**src/rtl/fpalu_pkg.sv**
```systemverilog
// Shared constants and types for the FP32 add-path normalise/round stage.
// Significand layout is {carry, hidden, frac[22:0], G, R, S}.
package fpalu_pkg;

    localparam int unsigned EXP_W = 8;
    localparam int unsigned MAN_W = 23;
    localparam int unsigned SIG_W = MAN_W + 5;
    localparam int unsigned E_W   = EXP_W + 2;
    localparam int unsigned LZ_W  = 5;

    localparam int unsigned       FP32_BIAS = 127;
    localparam logic [31:0]       FP32_QNAN = 32'h7FC0_0000;
    localparam logic [EXP_W-1:0]  EXP_MAX   = 8'hFF;

    localparam int unsigned SIG_CARRY    = SIG_W - 1;
    localparam int unsigned SIG_HIDDEN   = SIG_W - 2;
    localparam int unsigned SIG_FRAC_MSB = SIG_W - 3;
    localparam int unsigned SIG_FRAC_LSB = 3;
    localparam int unsigned SIG_G        = 2;
    localparam int unsigned SIG_R        = 1;
    localparam int unsigned SIG_S        = 0;

    typedef enum logic [2:0] {
        TAG_NORMAL,
        TAG_ZERO,
        TAG_UFLOW,
        TAG_INF,
        TAG_NAN
    } tag_t;

    typedef struct packed {
        logic                   sign;
        tag_t                   tag;
        logic signed [E_W-1:0]  e;
        logic [MAN_W-1:0]       frac;
        logic                   g;
        logic                   r;
        logic                   s;
    } s1_t;

endpackage

```
**src/rtl/fpalu_lzc.sv**
```systemverilog
// Combinational leading-zero counter; an all-zero input reports WIDTH.
module fpalu_lzc
    import fpalu_pkg::*;
#(
    parameter int unsigned WIDTH = SIG_W - 1,
    parameter int unsigned CNT_W = LZ_W
) (
    input  logic [WIDTH-1:0] vec,
    output logic [CNT_W-1:0] count
);

    logic found;

    always_comb begin
        count = CNT_W'(WIDTH);
        found = 1'b0;
        for (int unsigned i = 0; i < WIDTH; i++) begin
            if (!found && vec[WIDTH-1-i]) begin
                count = CNT_W'(i);
                found = 1'b1;
            end
        end
    end

endmodule

```
**src/rtl/fpalu_norm_round.sv**
```systemverilog
// FP32 add path post-sum stage: S1 normalises, S2 rounds (RNE) and packs with flags.
// Two-entry valid/ready pipeline, one result per cycle.
module fpalu_norm_round
    import fpalu_pkg::*;
(
    input  logic                   clock,
    input  logic                   reset,
    input  logic                   in_valid,
    output logic                   in_ready,
    input  logic                   in_sign,
    input  logic [EXP_W-1:0]       in_exp,
    input  logic [SIG_W-1:0]       in_sig,
    input  logic                   in_inf,
    input  logic                   in_nan,
    output logic                   out_valid,
    input  logic                   out_ready,
    output logic [EXP_W+MAN_W:0]   sum,
    output logic                   overflow,
    output logic                   underflow,
    output logic                   inexact
);

    logic s1_valid;
    logic s2_valid;
    logic s1_load;
    logic s2_load;
    s1_t  s1_d;
    s1_t  s1_q;

    logic [LZ_W-1:0]          lz;
    logic [SIG_W-3:0]         sig_shl;
    logic signed [E_W-1:0]    exp_ext;
    logic signed [E_W-1:0]    e_shl;

    logic                     round_up;
    logic [MAN_W:0]           frac_rnd;
    logic signed [E_W-1:0]    e_rnd;
    logic [EXP_W+MAN_W:0]     res_sum;
    logic                     res_ov;
    logic                     res_uf;
    logic                     res_ix;

    assign s2_load   = !s2_valid || out_ready;
    assign s1_load   = !s1_valid || s2_load;
    assign in_ready  = s1_load;
    assign out_valid = s2_valid;

    fpalu_lzc #(
        .WIDTH (SIG_W - 1),
        .CNT_W (LZ_W)
    ) u_lzc (
        .vec   (in_sig[SIG_HIDDEN:0]),
        .count (lz)
    );

    // Truncating to the fraction/GRS width drops the hidden bit after the shift.
    assign sig_shl = in_sig[SIG_FRAC_MSB:0] << lz;
    assign exp_ext = $signed(E_W'(in_exp));
    assign e_shl   = exp_ext - $signed(E_W'(lz));

    always_comb begin
        s1_d      = '0;
        s1_d.tag  = TAG_NORMAL;
        s1_d.sign = in_sign;
        if (in_nan) begin
            s1_d.tag = TAG_NAN;
        end else if (in_inf) begin
            s1_d.tag = TAG_INF;
        end else if (in_sig == '0) begin
            s1_d.tag = TAG_ZERO;
        end else if (in_sig[SIG_CARRY]) begin
            s1_d.e    = exp_ext + E_W'(1);
            s1_d.frac = in_sig[SIG_HIDDEN:SIG_FRAC_LSB+1];
            s1_d.g    = in_sig[SIG_FRAC_LSB];
            s1_d.r    = in_sig[SIG_G];
            s1_d.s    = in_sig[SIG_R] | in_sig[SIG_S];
        end else begin
            s1_d.tag  = (e_shl <= 0) ? TAG_UFLOW : TAG_NORMAL;
            s1_d.e    = e_shl;
            s1_d.frac = sig_shl[SIG_FRAC_MSB:SIG_FRAC_LSB];
            s1_d.g    = sig_shl[SIG_G];
            s1_d.r    = sig_shl[SIG_R];
            s1_d.s    = sig_shl[SIG_S];
        end
    end

    always_ff @(posedge clock or posedge reset) begin
        if (reset) begin
            s1_valid <= 1'b0;
            s1_q     <= '0;
        end else if (s1_load) begin
            s1_valid <= in_valid;
            if (in_valid) begin
                s1_q <= s1_d;
            end
        end
    end

    // Carry out of {1,frac}+up is the same as carry out of {0,frac}+up.
    assign round_up = s1_q.g & (s1_q.r | s1_q.s | s1_q.frac[0]);
    assign frac_rnd = {1'b0, s1_q.frac} + (MAN_W+1)'(round_up);
    assign e_rnd    = frac_rnd[MAN_W] ? s1_q.e + E_W'(1) : s1_q.e;

    always_comb begin
        res_sum = '0;
        res_ov  = 1'b0;
        res_uf  = 1'b0;
        res_ix  = 1'b0;
        case (s1_q.tag)
            TAG_NAN: begin
                res_sum = FP32_QNAN;
            end
            TAG_INF: begin
                res_sum = {s1_q.sign, EXP_MAX, {MAN_W{1'b0}}};
            end
            TAG_ZERO: begin
                res_sum = '0;
            end
            TAG_UFLOW: begin
                res_uf = 1'b1;
                res_ix = 1'b1;
            end
            default: begin
                if (e_rnd >= $signed({2'b00, EXP_MAX})) begin
                    res_sum = {s1_q.sign, EXP_MAX, {MAN_W{1'b0}}};
                    res_ov  = 1'b1;
                    res_ix  = 1'b1;
                end else begin
                    res_sum = {s1_q.sign, e_rnd[EXP_W-1:0], frac_rnd[MAN_W-1:0]};
                    res_ix  = s1_q.g | s1_q.r | s1_q.s;
                end
            end
        endcase
    end

    always_ff @(posedge clock or posedge reset) begin
        if (reset) begin
            s2_valid  <= 1'b0;
            sum       <= '0;
            overflow  <= 1'b0;
            underflow <= 1'b0;
            inexact   <= 1'b0;
        end else if (s2_load) begin
            s2_valid <= s1_valid;
            if (s1_valid) begin
                sum       <= res_sum;
                overflow  <= res_ov;
                underflow <= res_uf;
                inexact   <= res_ix;
            end
        end
    end

endmodule

```
**config.mk**
```make
export PLATFORM = sky130hd
export DESIGN_NAME = fpalu_norm_round
export DESIGN_NICKNAME = d
export VERILOG_FILES = /design/src/rtl/fpalu_pkg.sv /design/src/rtl/fpalu_lzc.sv /design/src/rtl/fpalu_norm_round.sv
export SDC_FILE = /design/constraint.sdc
export NUM_CORES = 1
export LEC_CHECK = 0
export CORE_ASPECT_RATIO = 1.75
export CORE_MARGIN = 5
export CORE_UTILIZATION = 55
export CTS_CLUSTER_DIAMETER = 200
export DETAILED_ROUTE_END_ITERATION = 7
export PLACE_DENSITY = 0.83
export SLEW_MARGIN = 20
export SYNTH_ARGS = -nofsm -noshare
export SYNTH_HDL_FRONTEND = slang
export SYNTH_SLANG_ARGS = --single-unit
```
**constraint.sdc**
```tcl
create_clock -name clock -period 5.3 [get_ports clock]
set_input_delay 0.53 -clock clock [delete_from_list [all_inputs] [get_ports clock]]
set_output_delay 0.53 -clock clock [all_outputs]
set_load 0.02 [all_outputs]
```
==> metrics.txt <==
Synth async-reset ratio 1.00; Max FO, Critical Path 26; Detail Route Antenna Nets 0; worst skew pair latency 0.33 ns; crit path buf inv count 4; first-pass GRT wire length 31600 um; vias in the first global route 6075; Setup crit start in_sig[22]; Cells after Synth 734; Flop pwr share 0.371; endpoints failing hold 0; fillers 874; H-tree depth 3; buffer count from post-CTS setup fixing 0; kind of critical path in -> reg; flop-to-flop setup slack 1.99 ns; footprint of the multi-input gates 3790 um^2; worst hold start sum[21]; Worst-path clk slew 0.06 ns; f_max 222 MHz; power per standard cell area 273 nW/um^2; Max-Slew Margin vs Limit 0.373; ys flop type dfrtp_1; final WL 20800 um; max-slew violations 0; WHS 0.481 ns; GRT Util Overall 0.312; Reg-to-Reg Start s1_q[2]; 1st-pass router iterations 5; DIE AREA 13200 um^2; Hold Crit Class reg -> reg; worst slew pin tran 0.941 ns; Post-synth EDFFs 0; Longest Clk Path Bufs 2; Final Worst Setup Slack 0.799 ns; CTS tree built; CP Cell Sequence clkdlybuf4s50_1 -> nor4_1 -> nand4_2 -> buf_4 -> o41ai_2 -> nor2_4 -> inv_2 -> buf_4 -> a221oi_1 -> a211oi_1 -> a31o_2 -> a21oi_1 -> o311ai_1; share of layout cells above drive strength 1 0.0875; synth warn 0; largest net degree at the start of global routing 78; clock power share 0.319; CP max-delay cell nor4_1; unrepaired setup endpoints after global routing false; initial DRC count 487; Root Driver clkbuf_16; placed wire-length estimate 16100 um; Setup violations, final 0; Layout Skew 0.00581 ns; fin util 0.675; die outline width 89.1 um; leakage 2.86 nW; Psw 0.000640 W; die height 148 um; P_int 0.00133 W; Area Growth Syn to Fin 19.8%; I/O pins 80; Crit. End Element flop; post-synthesis cell type count 80; syn nets 787; via count 6180; initial antenna violation count 0; fin nets 848; Syn Std Cell Area 6030 um^2; wire per inst 22.4 um; Remaining DRCs 0; sequential cell area 1930 um^2; fin crit period 4.50 ns; setup TNS 0 ns; CP peak stage delay 0.66 ns; routability cong. 1.05; core box area 10700 um^2; Logic pwr share 0.310; CP delay by family, top compound AO/OA/AOI/OAI gates; vias per cell 6.65; Crit path top cell by count buf_4; Avg Cell Area, Syn 8.21 um^2; CTS Buf Count 9; #FFs+latches synth 77; arrival time worst endpoint 4.73 ns; Sw Ratio 0.325; post-CTS sizing 0; status completed; # port buffers 79; standard-cell rows 50; Initial Utilization 0.564; ant diodes 0; sequential area share after synthesis 0.320; Peak VDD IR 0.304 mV; post-cts hold buffer count 0; maxcap violations 0; CTS Sinks 77; CP Launch Type primary input; Worst Path Required 5.53 ns; Final Cycle Share 0.849; Post-Place Worst Slack 0.477 ns; grt ovf 0
layout by cell type, fill, tap and decap left out, types with 4 or more instances in the layout:
| cell type | synthesis | layout |
|---|---|---|
| xnor2_1 | 25 | 25 |
| o22ai_1 | 4 | 4 |
| and2_1 | 6 | 6 |
| mux2_2 | 8 | 8 |
| a221o_1 | 8 | 8 |
| a211oi_1 | 7 | 7 |
| nand2_1 | 100 | 99 |
| o21ai_1 | 5 | 4 |
| a21oi_1 | 33 | 33 |
| nand4_1 | 13 | 13 |
| clkbuf_16 | 0 | 9 |
| nor4_1 | 4 | 4 |
| a22oi_1 | 16 | 16 |
| mux2i_1 | 19 | 19 |
| o31ai_1 | 5 | 5 |
| and4_1 | 6 | 6 |
| a31oi_1 | 5 | 5 |
| nor3_1 | 16 | 16 |
| nand3_1 | 23 | 23 |
| a22o_1 | 11 | 11 |
| inv_1 | 17 | 16 |
| nor2b_1 | 5 | 5 |
| and3_1 | 10 | 10 |
| buf_4 | 1 | 22 |
| dfrtp_1 | 77 | 77 |
| nand2b_1 | 11 | 11 |
| a221oi_1 | 7 | 7 |
| ha_1 | 9 | 9 |
| nor2_1 | 56 | 56 |
| a21o_1 | 4 | 4 |
| o211ai_1 | 13 | 13 |
| xor2_1 | 17 | 17 |
| o21ai_0 | 63 | 63 |
| o221ai_1 | 9 | 9 |
| clkdlybuf4s50_1 | 0 | 79 |
| or2_2 | 4 | 4 |
registers in the layout (all words and copies together) (netlist names):
| signal | flops |
|---|---|
| s1_q | 40 |
| sum | 32 |
| inexact | 1 |
| out_valid | 1 |
| overflow | 1 |
| s1_valid | 1 |
| underflow | 1 |
layout make-up:
| type | count | area share |
|---|---|---|
| clock buffers | 11 | 0.0322 |
| inverters | 20 | 0.0111 |
| repair buffers | 101 | 0.132 |
| well taps | 130 | 0.0225 |
| flip-flops and latches | 77 | 0.267 |
| multi-input cells | 586 | 0.525 |
| clock inverters | 5 | 0.0104 |
cells by family (layout without fill, tap and decap cells):
family	Yosys count	after routing	synth area share
buffers and inverters	71	137	0.0525
flip-flops	77	77	0.320
multiplexers	28	28	0.0484
XOR/XNOR	42	42	0.0610
AND/OR/NAND/NOR	269	269	0.219
AO/OA/AOI/OAI	236	236	0.276
adder cells (fa/ha/maj)	11	11	0.0237
worst min-delay path, stage by stage, from the launching register on:
cell and delay [ns]:
dfrtp_1 0.34, nand2_1 0.05, o21ai_0 0.06
through the flow:
step / total power (W) / area (um^2) / cells
finish: 0.00197 / 7220 / 930
global route: 0.00205 / 7220 / 930
CTS: 0.00197 / 7220 / 930
detailed placement: 0.00134 / 6910 / 914
global placement: 0.00132 / 6910 / 914
floorplan: 0.00109 / 6030 / 734
synth_stat cells, drive strengths merged (7+ instances only):
| master | count | area share |
|---|---|---|
| ha | 9 | 0.019 |
| nand2 | 100 | 0.062 |
| nand3 | 23 | 0.019 |
| a22oi | 16 | 0.020 |
| mux2 | 9 | 0.017 |
| nor4 | 7 | 0.012 |
| o21ai | 68 | 0.056 |
| a211oi | 8 | 0.011 |
| clkbuf | 33 | 0.021 |
| nor3 | 16 | 0.013 |
| buf | 18 | 0.019 |
| and3 | 10 | 0.010 |
| a221oi | 10 | 0.018 |
| xor2 | 17 | 0.025 |
| a21oi | 33 | 0.027 |
| xnor2 | 25 | 0.036 |
| nand4 | 14 | 0.016 |
| mux2i | 19 | 0.032 |
| a221o | 8 | 0.013 |
| o211ai | 13 | 0.016 |
| nand2b | 11 | 0.011 |
| a22o | 11 | 0.016 |
| inv | 18 | 0.011 |
| nor2 | 57 | 0.037 |
| o221ai | 9 | 0.013 |
| dfrtp | 77 | 0.32 |
power by group through the flow:
stage / sequential, W / combinational, W / clock (W)
2_1_floorplan: 0.000780 / 0.000307 / 0
4_1_cts: 0.000730 / 0.000604 / 0.000634
5_1_grt: 0.000740 / 0.000655 / 0.000656
3_5_place_dp: 0.000739 / 0.000600 / 0
6_report: 0.000731 / 0.000611 / 0.000628
3_3_place_gp: 0.000733 / 0.000589 / 0
worst paths after layout:
| check | cells past startpoint | to |
|---|---|---|
| min reg2reg | 2 | sum[21] |
| min in group asynchronous | 3 | sum[2] |
| max in group asynchronous | 3 | overflow |
| max | 13 | s1_q[24] |
| max reg2reg | 9 | sum[10] |
| min | 2 | sum[21] |
layer usage:
metal,up-vias,track usage,part of all wire
li1,2861,-,-
met1,2940,0.321,0.34
met2,299,0.559,0.53
met3,80,0.0360,0.055
met4,0,0.220,0.074
met5,-,0,0
Note: power is estimated with default switching activity, not from simulation.
